**src/rtl/axi4lite_master_adapter_if.sv**
```systemverilog
// AXI4-Lite channel bundle between the native-command bridge (master) and the interconnect (slave).
// Carries the AW/W/B/AR/R channels only; clock and reset remain plain ports of the modules.
interface axi4lite_master_adapter_if #(
  parameter int ADDR_WIDTH = 32,
  parameter int DATA_WIDTH = 32
);
  logic [ADDR_WIDTH-1:0]   awaddr;
  logic [2:0]              awprot;
  logic                    awvalid;
  logic                    awready;
  logic [DATA_WIDTH-1:0]   wdata;
  logic [DATA_WIDTH/8-1:0] wstrb;
  logic                    wvalid;
  logic                    wready;
  logic [1:0]              bresp;
  logic                    bvalid;
  logic                    bready;
  logic [ADDR_WIDTH-1:0]   araddr;
  logic [2:0]              arprot;
  logic                    arvalid;
  logic                    arready;
  logic [DATA_WIDTH-1:0]   rdata;
  logic [1:0]              rresp;
  logic                    rvalid;
  logic                    rready;

  modport master (
    output awaddr, awprot, awvalid, input awready,
    output wdata, wstrb, wvalid, input wready,
    input  bresp, bvalid, output bready,
    output araddr, arprot, arvalid, input arready,
    input  rdata, rresp, rvalid, output rready
  );

  modport slave (
    input  awaddr, awprot, awvalid, output awready,
    input  wdata, wstrb, wvalid, output wready,
    output bresp, bvalid, input bready,
    input  araddr, arprot, arvalid, output arready,
    output rdata, rresp, rvalid, input rready
  );
endinterface

```
**src/rtl/axi4lite_master_adapter.sv**
```systemverilog
// Native single-command to AXI4-Lite master bridge, one transaction in flight.
// Every AXI output is decoded from registered state only, so no AXI input reaches an AXI output.
module axi4lite_master_adapter #(
  parameter int         ADDR_WIDTH = 32,
  parameter int         DATA_WIDTH = 32,
  parameter logic [2:0] PROT       = 3'b000
) (
  input  logic                    aclk,
  input  logic                    aresetn,
  input  logic                    cmd_valid,
  output logic                    cmd_ready,
  input  logic                    cmd_we,
  input  logic [ADDR_WIDTH-1:0]   cmd_addr,
  input  logic [DATA_WIDTH-1:0]   cmd_wdata,
  input  logic [DATA_WIDTH/8-1:0] cmd_be,
  output logic                    rsp_valid,
  input  logic                    rsp_ready,
  output logic [DATA_WIDTH-1:0]   rsp_rdata,
  output logic [1:0]              rsp_resp,
  axi4lite_master_adapter_if.master m_axi
);

  typedef enum logic [2:0] {
    IDLE    = 3'd0,
    WR_REQ  = 3'd1,
    WR_RESP = 3'd2,
    RD_REQ  = 3'd3,
    RD_DATA = 3'd4,
    RSP     = 3'd5
  } state_t;

  state_t                  state_q, state_d;
  logic [ADDR_WIDTH-1:0]   addr_q, addr_d;
  logic [DATA_WIDTH-1:0]   wdata_q, wdata_d;
  logic [DATA_WIDTH/8-1:0] be_q, be_d;
  logic [DATA_WIDTH-1:0]   rdata_q, rdata_d;
  logic [1:0]              resp_q, resp_d;
  logic                    aw_done_q, aw_done_d;
  logic                    w_done_q, w_done_d;

  logic awvalid, wvalid, bready, arvalid, rready;

  always_ff @(posedge aclk or negedge aresetn) begin
    if (!aresetn) begin
      state_q <= IDLE;
    end else begin
      state_q <= state_d;
    end
  end

  always_comb begin
    state_d = state_q;
    case (state_q)
      IDLE:    if (cmd_valid) state_d = cmd_we ? WR_REQ : RD_REQ;
      WR_REQ:  if (aw_done_d && w_done_d) state_d = WR_RESP;
      WR_RESP: if (m_axi.bvalid) state_d = RSP;
      RD_REQ:  if (m_axi.arready) state_d = RD_DATA;
      RD_DATA: if (m_axi.rvalid) state_d = RSP;
      RSP:     if (rsp_ready) state_d = IDLE;
      default: state_d = IDLE;
    endcase
  end

  always_comb begin
    cmd_ready = 1'b0;
    awvalid   = 1'b0;
    wvalid    = 1'b0;
    bready    = 1'b0;
    arvalid   = 1'b0;
    rready    = 1'b0;
    rsp_valid = 1'b0;
    case (state_q)
      IDLE:    cmd_ready = 1'b1;
      WR_REQ: begin
        awvalid = !aw_done_q;
        wvalid  = !w_done_q;
      end
      WR_RESP: bready    = 1'b1;
      RD_REQ:  arvalid   = 1'b1;
      RD_DATA: rready    = 1'b1;
      RSP:     rsp_valid = 1'b1;
      default: ;
    endcase
  end

  // Command capture, per-channel done tracking and response capture
  always_comb begin
    addr_d    = addr_q;
    wdata_d   = wdata_q;
    be_d      = be_q;
    rdata_d   = rdata_q;
    resp_d    = resp_q;
    aw_done_d = aw_done_q;
    w_done_d  = w_done_q;
    if (cmd_valid && cmd_ready) begin
      addr_d    = cmd_addr;
      wdata_d   = cmd_wdata;
      be_d      = cmd_be;
      aw_done_d = 1'b0;
      w_done_d  = 1'b0;
    end
    if (awvalid && m_axi.awready) aw_done_d = 1'b1;
    if (wvalid && m_axi.wready)   w_done_d  = 1'b1;
    if (bready && m_axi.bvalid) begin
      resp_d  = m_axi.bresp;
      rdata_d = '0;
    end
    if (rready && m_axi.rvalid) begin
      resp_d  = m_axi.rresp;
      rdata_d = m_axi.rdata;
    end
  end

  always_ff @(posedge aclk or negedge aresetn) begin
    if (!aresetn) begin
      addr_q    <= '0;
      wdata_q   <= '0;
      be_q      <= '0;
      rdata_q   <= '0;
      resp_q    <= '0;
      aw_done_q <= 1'b0;
      w_done_q  <= 1'b0;
    end else begin
      addr_q    <= addr_d;
      wdata_q   <= wdata_d;
      be_q      <= be_d;
      rdata_q   <= rdata_d;
      resp_q    <= resp_d;
      aw_done_q <= aw_done_d;
      w_done_q  <= w_done_d;
    end
  end

  assign m_axi.awaddr  = addr_q;
  assign m_axi.awprot  = PROT;
  assign m_axi.awvalid = awvalid;
  assign m_axi.wdata   = wdata_q;
  assign m_axi.wstrb   = be_q;
  assign m_axi.wvalid  = wvalid;
  assign m_axi.bready  = bready;
  assign m_axi.araddr  = addr_q;
  assign m_axi.arprot  = PROT;
  assign m_axi.arvalid = arvalid;
  assign m_axi.rready  = rready;
  assign rsp_rdata     = rdata_q;
  assign rsp_resp      = resp_q;

endmodule

```
**src/flat_wrapper.sv**
```systemverilog
// flat-port wrapper written by rule: the top's interface ports become plain ports
module axi4lite_master_adapter_flat 
#(
  parameter int         ADDR_WIDTH = 32,
  parameter int         DATA_WIDTH = 32,
  parameter logic [2:0] PROT       = 3'b000
)
  (aclk, aresetn, cmd_valid, cmd_ready, cmd_we, cmd_addr, cmd_wdata, cmd_be, rsp_valid, rsp_ready, rsp_rdata, rsp_resp, m_axi_awaddr, m_axi_awprot, m_axi_awvalid, m_axi_awready, m_axi_wdata, m_axi_wstrb, m_axi_wvalid, m_axi_wready, m_axi_bresp, m_axi_bvalid, m_axi_bready, m_axi_araddr, m_axi_arprot, m_axi_arvalid, m_axi_arready, m_axi_rdata, m_axi_rresp, m_axi_rvalid, m_axi_rready);
  axi4lite_master_adapter_if #(.ADDR_WIDTH(ADDR_WIDTH), .DATA_WIDTH(DATA_WIDTH)) m_axi_i ();
  input  logic aclk;
  input  logic aresetn;
  input  logic cmd_valid;
  output logic cmd_ready;
  input  logic cmd_we;
  input  logic [ADDR_WIDTH-1:0] cmd_addr;
  input  logic [DATA_WIDTH-1:0] cmd_wdata;
  input  logic [DATA_WIDTH/8-1:0] cmd_be;
  output logic rsp_valid;
  input  logic rsp_ready;
  output logic [DATA_WIDTH-1:0] rsp_rdata;
  output logic [1:0] rsp_resp;
  output wire logic [$bits(m_axi_i.awaddr)-1:0] m_axi_awaddr;
  output wire logic [$bits(m_axi_i.awprot)-1:0] m_axi_awprot;
  output wire logic [$bits(m_axi_i.awvalid)-1:0] m_axi_awvalid;
  input wire logic [$bits(m_axi_i.awready)-1:0] m_axi_awready;
  output wire logic [$bits(m_axi_i.wdata)-1:0] m_axi_wdata;
  output wire logic [$bits(m_axi_i.wstrb)-1:0] m_axi_wstrb;
  output wire logic [$bits(m_axi_i.wvalid)-1:0] m_axi_wvalid;
  input wire logic [$bits(m_axi_i.wready)-1:0] m_axi_wready;
  input wire logic [$bits(m_axi_i.bresp)-1:0] m_axi_bresp;
  input wire logic [$bits(m_axi_i.bvalid)-1:0] m_axi_bvalid;
  output wire logic [$bits(m_axi_i.bready)-1:0] m_axi_bready;
  output wire logic [$bits(m_axi_i.araddr)-1:0] m_axi_araddr;
  output wire logic [$bits(m_axi_i.arprot)-1:0] m_axi_arprot;
  output wire logic [$bits(m_axi_i.arvalid)-1:0] m_axi_arvalid;
  input wire logic [$bits(m_axi_i.arready)-1:0] m_axi_arready;
  input wire logic [$bits(m_axi_i.rdata)-1:0] m_axi_rdata;
  input wire logic [$bits(m_axi_i.rresp)-1:0] m_axi_rresp;
  input wire logic [$bits(m_axi_i.rvalid)-1:0] m_axi_rvalid;
  output wire logic [$bits(m_axi_i.rready)-1:0] m_axi_rready;
  assign m_axi_awaddr = m_axi_i.awaddr;
  assign m_axi_awprot = m_axi_i.awprot;
  assign m_axi_awvalid = m_axi_i.awvalid;
  assign m_axi_i.awready = m_axi_awready;
  assign m_axi_wdata = m_axi_i.wdata;
  assign m_axi_wstrb = m_axi_i.wstrb;
  assign m_axi_wvalid = m_axi_i.wvalid;
  assign m_axi_i.wready = m_axi_wready;
  assign m_axi_i.bresp = m_axi_bresp;
  assign m_axi_i.bvalid = m_axi_bvalid;
  assign m_axi_bready = m_axi_i.bready;
  assign m_axi_araddr = m_axi_i.araddr;
  assign m_axi_arprot = m_axi_i.arprot;
  assign m_axi_arvalid = m_axi_i.arvalid;
  assign m_axi_i.arready = m_axi_arready;
  assign m_axi_i.rdata = m_axi_rdata;
  assign m_axi_i.rresp = m_axi_rresp;
  assign m_axi_i.rvalid = m_axi_rvalid;
  assign m_axi_rready = m_axi_i.rready;
  axi4lite_master_adapter #(.ADDR_WIDTH(ADDR_WIDTH), .DATA_WIDTH(DATA_WIDTH), .PROT(PROT)) u_core (.aclk(aclk), .aresetn(aresetn), .cmd_valid(cmd_valid), .cmd_ready(cmd_ready), .cmd_we(cmd_we), .cmd_addr(cmd_addr), .cmd_wdata(cmd_wdata), .cmd_be(cmd_be), .rsp_valid(rsp_valid), .rsp_ready(rsp_ready), .rsp_rdata(rsp_rdata), .rsp_resp(rsp_resp), .m_axi(m_axi_i));
endmodule
```
**config.mk**
```make
export PLATFORM = sky130hd
export DESIGN_NAME = axi4lite_master_adapter_flat
export DESIGN_NICKNAME = d
export VERILOG_FILES = /design/src/rtl/axi4lite_master_adapter_if.sv /design/src/rtl/axi4lite_master_adapter.sv /design/src/flat_wrapper.sv
export SDC_FILE = /design/constraint.sdc
export NUM_CORES = 1
export LEC_CHECK = 0
export CORE_MARGIN = 2
export CORE_UTILIZATION = 30
export CTS_CLUSTER_DIAMETER = 50
export CTS_CLUSTER_SIZE = 10
export DETAILED_ROUTE_END_ITERATION = 8
export HOLD_SLACK_MARGIN = 0.03
export MAX_ROUTING_LAYER = met4
export PLACE_DENSITY_LB_ADDON = 0.3
export SETUP_SLACK_MARGIN = 0.2
export SYNTH_ARGS = -nofsm -noshare
export SYNTH_HDL_FRONTEND = slang
export SYNTH_SLANG_ARGS = --single-unit
```
**constraint.sdc**
```tcl
create_clock -name aclk -period 2.1 [get_ports aclk]
set_input_delay 0.42 -clock aclk [delete_from_list [all_inputs] [get_ports aclk]]
set_output_delay 0.42 -clock aclk [all_outputs]
set_load 0.01 [all_outputs]
```
; After elaboration in Yosys (flattened, before gate mapping)
; Index checks and enable logic that the tools add are counted.
; Widths: inputs -> output; s select.
[classes]
eq_ne = 11
reduce_logical = 11
mux = 23
[op_table]
columns = cell, count
row1 = $mux 32, 2
row2 = $mux 3, 6
row3 = $pmux 3 s6, 1
row4 = $mux 1, 11
row5 = $ne 2x2->1 const B, 5
row6 = $eq 3x2->1 const B, 2
row7 = $eq 3x3->1 const B, 2
row8 = $logic_and 1x1->1, 6
row9 = $mux 2, 3
row10 = $reduce_and 6->1, 1
row11 = $eq 3x1->1 const B, 1
row12 = $logic_not 3->1, 1
row13 = $logic_not 1->1, 2
row14 = $ne 2x1->1 const B, 1
row15 = $reduce_bool 2->1, 1
[totals]
output_inout_bits = 147
wordCells = 53
ff_bits = 107

; Logic depth before layout (Yosys ltp)
; Gate-level depths: netlist of run 1.
[depth]
depth_word = 8
depth_mapped = 6
mapped_depth_nobuf = 3

; Least setup slack after synthesis of run 1
; No wires, ideal clock.
[synth_timing]
kind = register -> register
start = register u_core.state_q[0]
end = register u_core.wdata_q[10], in the netlist u_core.m_axi.wdata[10]
synth_period_minus_slack_ps = 1665
path_slack_ps = 435
required_time_ps = 1973
path_stages_with_launch = 6
arrival_time_ps = 1537
path_cell_list = dfrtp_1 > buf_2 > nor4b_4 > buf_6 > buf_6 > mux2_1
[synth_via]
elab_chain_len = 3
[synth_lines]
columns = item, line
row1 = start: declaration, axi4lite_master_adapter.sv:32  ; state_t state_q, state_d;
row2 = start signal: assignment, axi4lite_master_adapter.sv:47  ; state_q <= state_d;
row3 = $logic_not 3->1, axi4lite_master_adapter.sv:72  ; case (state_q)
row4 = $mux 1, axi4lite_master_adapter.sv:72
row5 = $logic_and 1x1->1, axi4lite_master_adapter.sv:95  ; if (cmd_valid && cmd_ready) begin
row6 = end signal: assignment, axi4lite_master_adapter.sv:125  ; wdata_q <= wdata_d;
row7 = end: declaration, axi4lite_master_adapter.sv:34  ; logic [DATA_WIDTH-1:0] wdata_q, wdata_d;
; Every way passes these cells.
; A chain may end at the register's enable or synchronous reset.

; Worst setup path after layout of run 1
[layout_timing]
start = register u_core.state_q[0]
end = register u_core.be_q[2], in the netlist u_core.m_axi.wstrb[2]
[layout_via]
elab_chain_len = 3
[layout_lines]
columns = item, line
row1 = $logic_not 3->1, axi4lite_master_adapter.sv:72
row2 = $mux 1, axi4lite_master_adapter.sv:72
row3 = $logic_and 1x1->1, axi4lite_master_adapter.sv:95
row4 = end signal: assignment, axi4lite_master_adapter.sv:118  ; be_q <= '0;
row5 = end signal: assignment, axi4lite_master_adapter.sv:126  ; be_q <= be_d;
row6 = end: declaration, axi4lite_master_adapter.sv:35  ; logic [DATA_WIDTH/8-1:0] be_q, be_d;
; Every way passes these cells.

==> impl_summary.md, run 1 <==
Placement
Input and output buffers added on the ports amount to 254. After legalization and detailed placement, the total HPWL measured about 8.5 mm. The placer's final routability congestion estimate is a little under 0.8.

Timing
The clock skew is 0.00785 ns. Measured against its own limit, the worst slew margin works out to between 60 and 70%. Setup repair after global routing could not meet its margin everywhere. Setup violations remaining at the end of the flow were counted as 0. Hold is met by 0.125 ns. The slew at the pin closest to its max-slew limit is 0.589 ns. The summed negative setup slack over all endpoints is 0 ns. Subtracting the final worst setup slack from the clock period gives 1.86 ns. After layout, the worst path uses between 80% and 90% of the clock period.

The max-slew violation total from the final report was 0. The timing-limited maximum frequency is 538 MHz. The hold violation total from the final report is 0.

Floorplan
For this configuration, the core starts out at a cell density of 30.6%. The core region is 14500 sq um. The die extent in y is between 100 and 150 microns. The horizontal die dimension is 126 microns. In this run the count of I/O pins placed on the die edge is 261. The area enclosed by the die boundary is around 16000 sq um. The count of standard-cell rows is 44.

Final layout
Counting the fill cells in the layout gives 1251. The area overhead of the layout relative to synthesis is 68.4%. In the layout the commonest cells are sky130_fd_sc_hd__clkdlybuf4s50_1 (246), sky130_fd_sc_hd__dfrtp_1 (106), sky130_fd_sc_hd__mux2_2 (59). Cells fill 51.5% of the core in the end. The number of nets in the layout is 666. Of the cells placed in the final design, the portion with a size suffix greater than 1 is 19.9%.

The number of antenna diodes is 0. The library cell used most frequently in the layout, excluding fill and tap cells, is sky130_fd_sc_hd__clkdlybuf4s50_1.

Setup path
The reg-to-reg critical path startpoint is u_core.state_q[0]. The slack of the worst reg-to-reg path is 0.24 ns. The category of the critical setup timing path is register to register.

The destination of the worst register-to-register timing path is u_core.m_axi.wstrb[2]. The worst setup path is captured at a register. Measured in cells, the most critical reg-to-reg path has a length of 7.

The timing startpoint of the critical path is u_core.state_q[0]. The category of the worst setup path launch point is a register. The data required time of the worst path is 2.34 ns.

The critical path data arrival time is 2.09 ns. The maximum fanout count along the critical path is 9.

Clock tree
The total clock buffers created by CTS is 9. The CTS tree is built. The sink count of the clock tree is approximately 110. No sink is reached through more buffers than the 2 on the longest clock path. The master cell of the clock root buffer is sky130_fd_sc_hd__clkbuf_16.

The H-tree generated during clock tree synthesis spans 3 levels. Clock-pin slew was measured on the worst setup and hold paths at ~0.07 ns. The clock latency at the later pin of the worst-skew pair is 0.35 ns.

Outcome
The run finished with clean final reports.

Detailed routing
Detailed routing inserted a total of between 3000 and 4000 vias. In this run, the number of DRC markers left after iteration 0 of detailed routing was ~120. The remaining number of nets flagged by the antenna check after routing is 0. The remaining design rule violation count is 0.

In the final routed layout, each cell accounts on average for 15.8 microns. The final routed wirelength across all metal layers is 11.7 mm. The vias per cell is 4.58. Before antenna repair, the detailed router went through 4 iterations.

Global route
The total routing usage reported by global routing is 15.0%. The number of antenna violations at the first check in global routing was 0. After global routing the overflow that remains totals 0. The number of global-route vias before repair came to 3468. The largest net degree at the start of global routing is 108. The global-route wire length before repair is around 18 mm.

Synth
The synthesized instance count is between 300 and 400. The share of the Yosys chip area taken by registers is 60.4%. The synthesized area per cell is ~14 sq um.

The cell area that synthesis handed to floorplanning was 4430 sq um. The number of distinct library cells after synthesis is 31. The number of warnings reported in the yosys synthesis log is 0.

The register bit total from synthesis is 107.

Power
Dividing total power by cell area gives a power density of 1480 nW/um^2. The overall power of the completed layout is around 11 mW. The cell leakage power is 3.14 nW. Across the VDD grid, the largest voltage drop is slightly above 0.6 mV.

Hold path
The type of the tightest min-delay check is input pin to async pin.

Run
The max capacitance violation total is 0.
==> critical path, stage by stage (launching register included) <==
cell	delay, ns
sky130_fd_sc_hd__dfrtp_2	0.40
sky130_fd_sc_hd__buf_4	0.17
sky130_fd_sc_hd__buf_4	0.15
sky130_fd_sc_hd__nor4b_4	0.28
sky130_fd_sc_hd__buf_4	0.20
sky130_fd_sc_hd__clkbuf_16	0.14
sky130_fd_sc_hd__buf_4	0.10
sky130_fd_sc_hd__mux2_2	0.31
==> synth_stat cells <==
master | n | share of area, %
sky130_fd_sc_hd__a21o_1 | 1 | 0.17
sky130_fd_sc_hd__nor2_1 | 10 | 0.85
sky130_fd_sc_hd__o22ai_1 | 2 | 0.28
sky130_fd_sc_hd__buf_2 | 5 | 0.56
sky130_fd_sc_hd__clkbuf_1 | 5 | 0.42
sky130_fd_sc_hd__a21oi_1 | 6 | 0.68
sky130_fd_sc_hd__nand2_1 | 5 | 0.42
sky130_fd_sc_hd__or3b_2 | 1 | 0.20
sky130_fd_sc_hd__buf_6 | 2 | 0.51
sky130_fd_sc_hd__and2_1 | 1 | 0.14
sky130_fd_sc_hd__nor3_1 | 1 | 0.11
sky130_fd_sc_hd__inv_1 | 1 | 0.085
sky130_fd_sc_hd__mux2_2 | 59 | 15
sky130_fd_sc_hd__mux2i_1 | 4 | 0.90
sky130_fd_sc_hd__nor2b_1 | 1 | 0.14
sky130_fd_sc_hd__a22o_1 | 32 | 6.3
sky130_fd_sc_hd__o21ai_0 | 3 | 0.34
sky130_fd_sc_hd__mux2_1 | 9 | 2.3
sky130_fd_sc_hd__nor4bb_1 | 1 | 0.23
sky130_fd_sc_hd__nor4b_4 | 1 | 0.54
sky130_fd_sc_hd__o221ai_1 | 1 | 0.20
sky130_fd_sc_hd__conb_1 | 1 | 0.085
sky130_fd_sc_hd__nand3b_1 | 3 | 0.51
sky130_fd_sc_hd__inv_2 | 1 | 0.085
sky130_fd_sc_hd__buf_1 | 1 | 0.085
sky130_fd_sc_hd__o31a_1 | 2 | 0.40
sky130_fd_sc_hd__nand2b_1 | 2 | 0.28
sky130_fd_sc_hd__and4bb_2 | 1 | 0.28
sky130_fd_sc_hd__buf_4 | 43 | 7.3
sky130_fd_sc_hd__dfrtp_1 | 107 | 60
sky130_fd_sc_hd__a22oi_1 | 1 | 0.17
==> power breakdown <==
group	leakage, nW	switching, mW	internal, mW
combinational	1.68	2.07	3.57
clock	0.152	0.747	0.994
sequential	1.31	0.613	3.03
==> how the worst max path moves through the flow <==
stage	to	slack [ns]	depth (start not counted)
after floorplan	u_core.m_axi.wdata[10]	0.44	5
after global placement	u_core.m_axi.araddr[20]	0.08	5
after detailed placement	u_core.m_axi.araddr[17]	0.02	5
after CTS	m_axi_wvalid	0.12	5
after global routing	m_axi_arvalid	0.17	4
final	u_core.m_axi.wstrb[2]	0.24	7
==> stage by stage <==
| stage | setup slack [ns] | area (sq um) | cells |
|---|---|---|---|
| global placement | 0.0828 | 7030 | 715 |
| global route | 0.169 | 7460 | 741 |
| floorplan | 0.435 | 4450 | 318 |
| CTS | 0.121 | 7360 | 734 |
| detailed placement | 0.0154 | 7030 | 715 |
| finish | 0.241 | 7460 | 741 |
==> layer usage <==
metal | vias up | global-route usage, % | wire length [microns]
met5 | - | - | 0
met4 | 0 | 6.86 | 224
met3 | 15 | 3.34 | 775
met2 | 167 | 24.8 | 5870
met1 | 1664 | 17.3 | 4810
li1 | 1547 | - | -
==> area by class of cell <==
class	instances	area, sq um	area share, %
timing repair buffer	279	2840	38.1
sequential	107	2680	35.9
multi-input combinational	153	1390	18.6
clock buffer	11	253	3.39
tap	184	230	3.09
clock inverter	5	60.1	0.805
inverter	2	7.51	0.101
==> state kept, by name, summed over array words and instances (netlist names) <==
register	cells
u_core.rsp_rdata	32
u_core.aw_done_q	1
u_core.rsp_resp	2
u_core.w_done_q	1
u_core.m_axi.araddr	32
u_core.m_axi.wstrb	4
u_core.state_q	3
u_core.m_axi.wdata	32
==> cell families after synthesis <==
kind of cell	synth area share (%)
simple gates	3.70
flops	60.4
mux	18.2
compound gates	8.56
other cells	0.0846
buf+inv	9.04
==> timing repair <==
action	CTS	global route
setup buffers	3	5
hold endpoints to repair	0	0
hold buffers	0	0
setup endpoints to repair	7	68
pin swaps	0	1
gates cloned	0	2
gates resized for setup	11	8
Note: power is estimated with default switching activity, not from simulation.
==> run 2, diff against run 1 <==
--- a/config.mk
+++ b/config.mk
@@ -10,8 +10,8 @@
 export CTS_CLUSTER_DIAMETER = 50
 export CTS_CLUSTER_SIZE = 10
 export DETAILED_ROUTE_END_ITERATION = 8
+export GPL_TIMING_DRIVEN = 0
 export HOLD_SLACK_MARGIN = 0.03
-export MAX_ROUTING_LAYER = met4
 export PLACE_DENSITY_LB_ADDON = 0.3
 export SETUP_SLACK_MARGIN = 0.2
 export SYNTH_ARGS = -nofsm -noshare
==> run 2 against run 1 <==
Final cell count grew 4.9%. First-iteration DRC count grew 3.3%. Count of clock-buffer cells in the layout shrank 1. Maximum frequency grew 1.9%. Core utilization grew 0.67 points. Global-route usage shrank 0.20 points. Wire length grew 0.51%. Total power grew 0.14%. Sequential share of layout area shrank 0.46 points. Critical endpoint is now m_axi_awvalid.
==> impl_summary.md, run 2 (synthesis results as in run 1) <==
Global route
The overflow left after global routing is 0. The number of antenna violations at the first check in global routing was 0. The total routing usage reported by global routing is 14.8%. The global-route wire length before repair is roughly 19 mm. The number of global-route vias before repair was about 3600.

Entering global routing, the biggest net connects 60 pins.

Clock tree
The sink count of the clock tree is 107. The CTS tree is built. No sink is reached through more buffers than the 2 on the longest clock path.

The H-tree generated during clock tree synthesis spans 3 levels. The hold buffer count at CTS is 0. The clock latency at the later pin of the worst-skew pair is 0.34 ns. The master cell of the clock root buffer is sky130_fd_sc_hd__clkbuf_16. The clock input transition at the sequential cells of the worst setup and hold paths is 0.07 ns. In this run, CTS created clock tree buffers numbering 9.

Timing
Dividing the final minimum period by the clock period gives around 87%. The hold violation total from the final report is 0. At the pin with the least slew margin, the transition time is between 0.7 and 0.8 ns. The max-slew violation total from the final report is 0. Setup violations remaining at the end of the flow were counted as 0. Setup repair after global routing could not meet its margin everywhere. The timing-limited maximum frequency is 548 MHz.

The clock arrives with 0.00443 ns of skew. Counting I/O delays and the setup requirement, the final critical path takes 1.83 ns. The worst relative slew slack is 48.0%.

Floorplan
The number of top-level design ports is 261. The starting utilization of the core area is 30.6%. After floorplanning, the core was sized to cover 14500 sq um. The die is 126 microns wide. The die extent in y is 126 microns. The count of standard-cell rows is 44. The die covers ~16000 sq um.

Detailed routing
Using the TritonRoute via totals, the vias-per-cell ratio works out to 4.40. The final layout contains routed wiring with a total length of 11.7 mm. In this run the remaining antenna-violating nets after routing total 0. Routed signal wires occupy layers up through met4.

In this run, the number of DRC markers left after iteration 0 of detailed routing was 126. Dividing the detail-routed wire length by the instance count gives 15.1 microns. The length of routed met2 wiring is 5.81 mm. The wire length on met3 is 936 microns. The number of detailed-route iterations in the first pass is 4. The remaining design rule violation count is 0. In the final routing, the length of wire on met1 measures 4.77 mm. The total number of vias is 3421.

Final layout
The library cell used most frequently in the layout, excluding fill and tap cells, is sky130_fd_sc_hd__clkdlybuf4s50_1. The post-route core utilization is 52.2%. The area overhead of the layout relative to synthesis is 70.6%.

The proportion of layout cells with a drive suffix above 1 is 25.0%. In the layout the commonest cells are sky130_fd_sc_hd__clkdlybuf4s50_1 (246), sky130_fd_sc_hd__dfrtp_1 (106), sky130_fd_sc_hd__mux2_2 (59). The design area is 7560 sq um.

The number of antenna diodes is 0. The number of nets in the layout is 702.

Setup path
The critical path capture point type is an output pin. The number of cells on the worst reg-to-reg path is 6. The slack of the worst reg-to-reg path is about 0.34 ns.

On the critical path the largest part of the delay comes from flip-flops. The critical path goes through clkbuf_4 -> nor2_4 -> nand2_1 -> nor2_1 -> clkbuf_2. The critical path contains buffers and inverters numbering 2 combined. The master of the slowest instance on the critical path is sky130_fd_sc_hd__dfrtp_1. The maximum fanout count along the critical path is 10. The destination of the worst register-to-register timing path is u_core.m_axi.wdata[14]. STA puts the critical path data required time at approximately 1.7 ns.

The worst register-to-register path begins at u_core.state_q[0]. On the worst path, the slowest cell contributes a delay of 0.37 ns. The category of the worst setup path launch point is a register.

Data on the critical path arrives at its endpoint at 1.41 ns. The category of the critical setup timing path is register to output pin.

Placement
After legalization and detailed placement, the total HPWL measured 9.07 mm. Summing all placed instances gives a cell area of slightly above 7000 sq um. Routability-driven placement finished with a final weighted congestion of about 0.83.

During placement, the flow inserted port buffers numbering 254.

Outcome
The flow ran to the end, and the final reports show no timing, DRC or antenna violations.

Power
The power per unit of standard cell area is 1460 nW/um^2. The overall power of the completed layout is 11.0 mW. The worst-case IR drop observed on VDD is ~0.5 mV. The cell leakage power is approximately 3.3 nW.

Hold path
The type of the tightest min-delay check is input pin to async pin.

Run
Max-cap violations in this run came to 0.
==> run 2: cell types whose count changed in the layout (fill, tap and decap cells not counted), sizes merged <==
cell,change
bufinv,-1
inv,-1
dlygate4sd2,-4
clkbuf,+3
clkinv,+3
buf,+35
clkdlybuf4s15,+1
==> run 2: area by class of cell <==
type                            count  area [sq um]
Tap cell                          184           230
Timing Repair Buffer              259          2570
Inverter                            2          7.51
Clock inverter                      6          32.5
Multi-Input combinational cell    153          1390
Buffer                             56           417
Sequential cell                   107          2680
Fill cell                        1249          6920
Clock buffer                       10           229
==> run 2: stage by stage <==
stage | std cells | setup TNS (ns) | worst slack, ns | hold slack, ns
global placement | 756 | -388.98 | -3.49 | 0.468
global route | 777 | 0 | 0.184 | 0.196
CTS | 777 | 0 | 0.137 | 0.166
detailed placement | 757 | -16.69 | -0.330 | 0.475
floorplan | 318 | 0 | 0.435 | 0.124
finish | 777 | 0 | 0.275 | 0.138
==> run 2: power breakdown <==
part,switching [mW],internal [mW]
Clock,0.716,0.794
Sequential,0.596,3.03
Combinational,2.12,3.79
==> run 2: timing repair <==
action                     CTS  global route
resized for setup           32             6
buffers inserted             4             0
hold endpoints to repair     0             0
setup endpoints to repair   71             5
==> run 2: how the worst max path moves through the flow <==
stage | from | end | slack (ns) | cells past startpoint
floorplan | u_core.state_q[0] | u_core.m_axi.wdata[10] | 0.44 | 5
global placement | aresetn | u_core.rsp_rdata[15] | -3.49 | 1
global route | u_core.state_q[1] | m_axi_awvalid | 0.18 | 5
detailed placement | cmd_valid | u_core.m_axi.wdata[13] | -0.33 | 5
finish | u_core.state_q[1] | m_axi_awvalid | 0.27 | 5
CTS | u_core.state_q[1] | m_axi_awvalid | 0.14 | 5
==> run 2: routing by layer <==
layer  vias up  track usage [%]
li1       1612                -
met1      1643             17.6
met2       152             25.0
met3        14             4.41
met4         0             5.88
met5         -                0
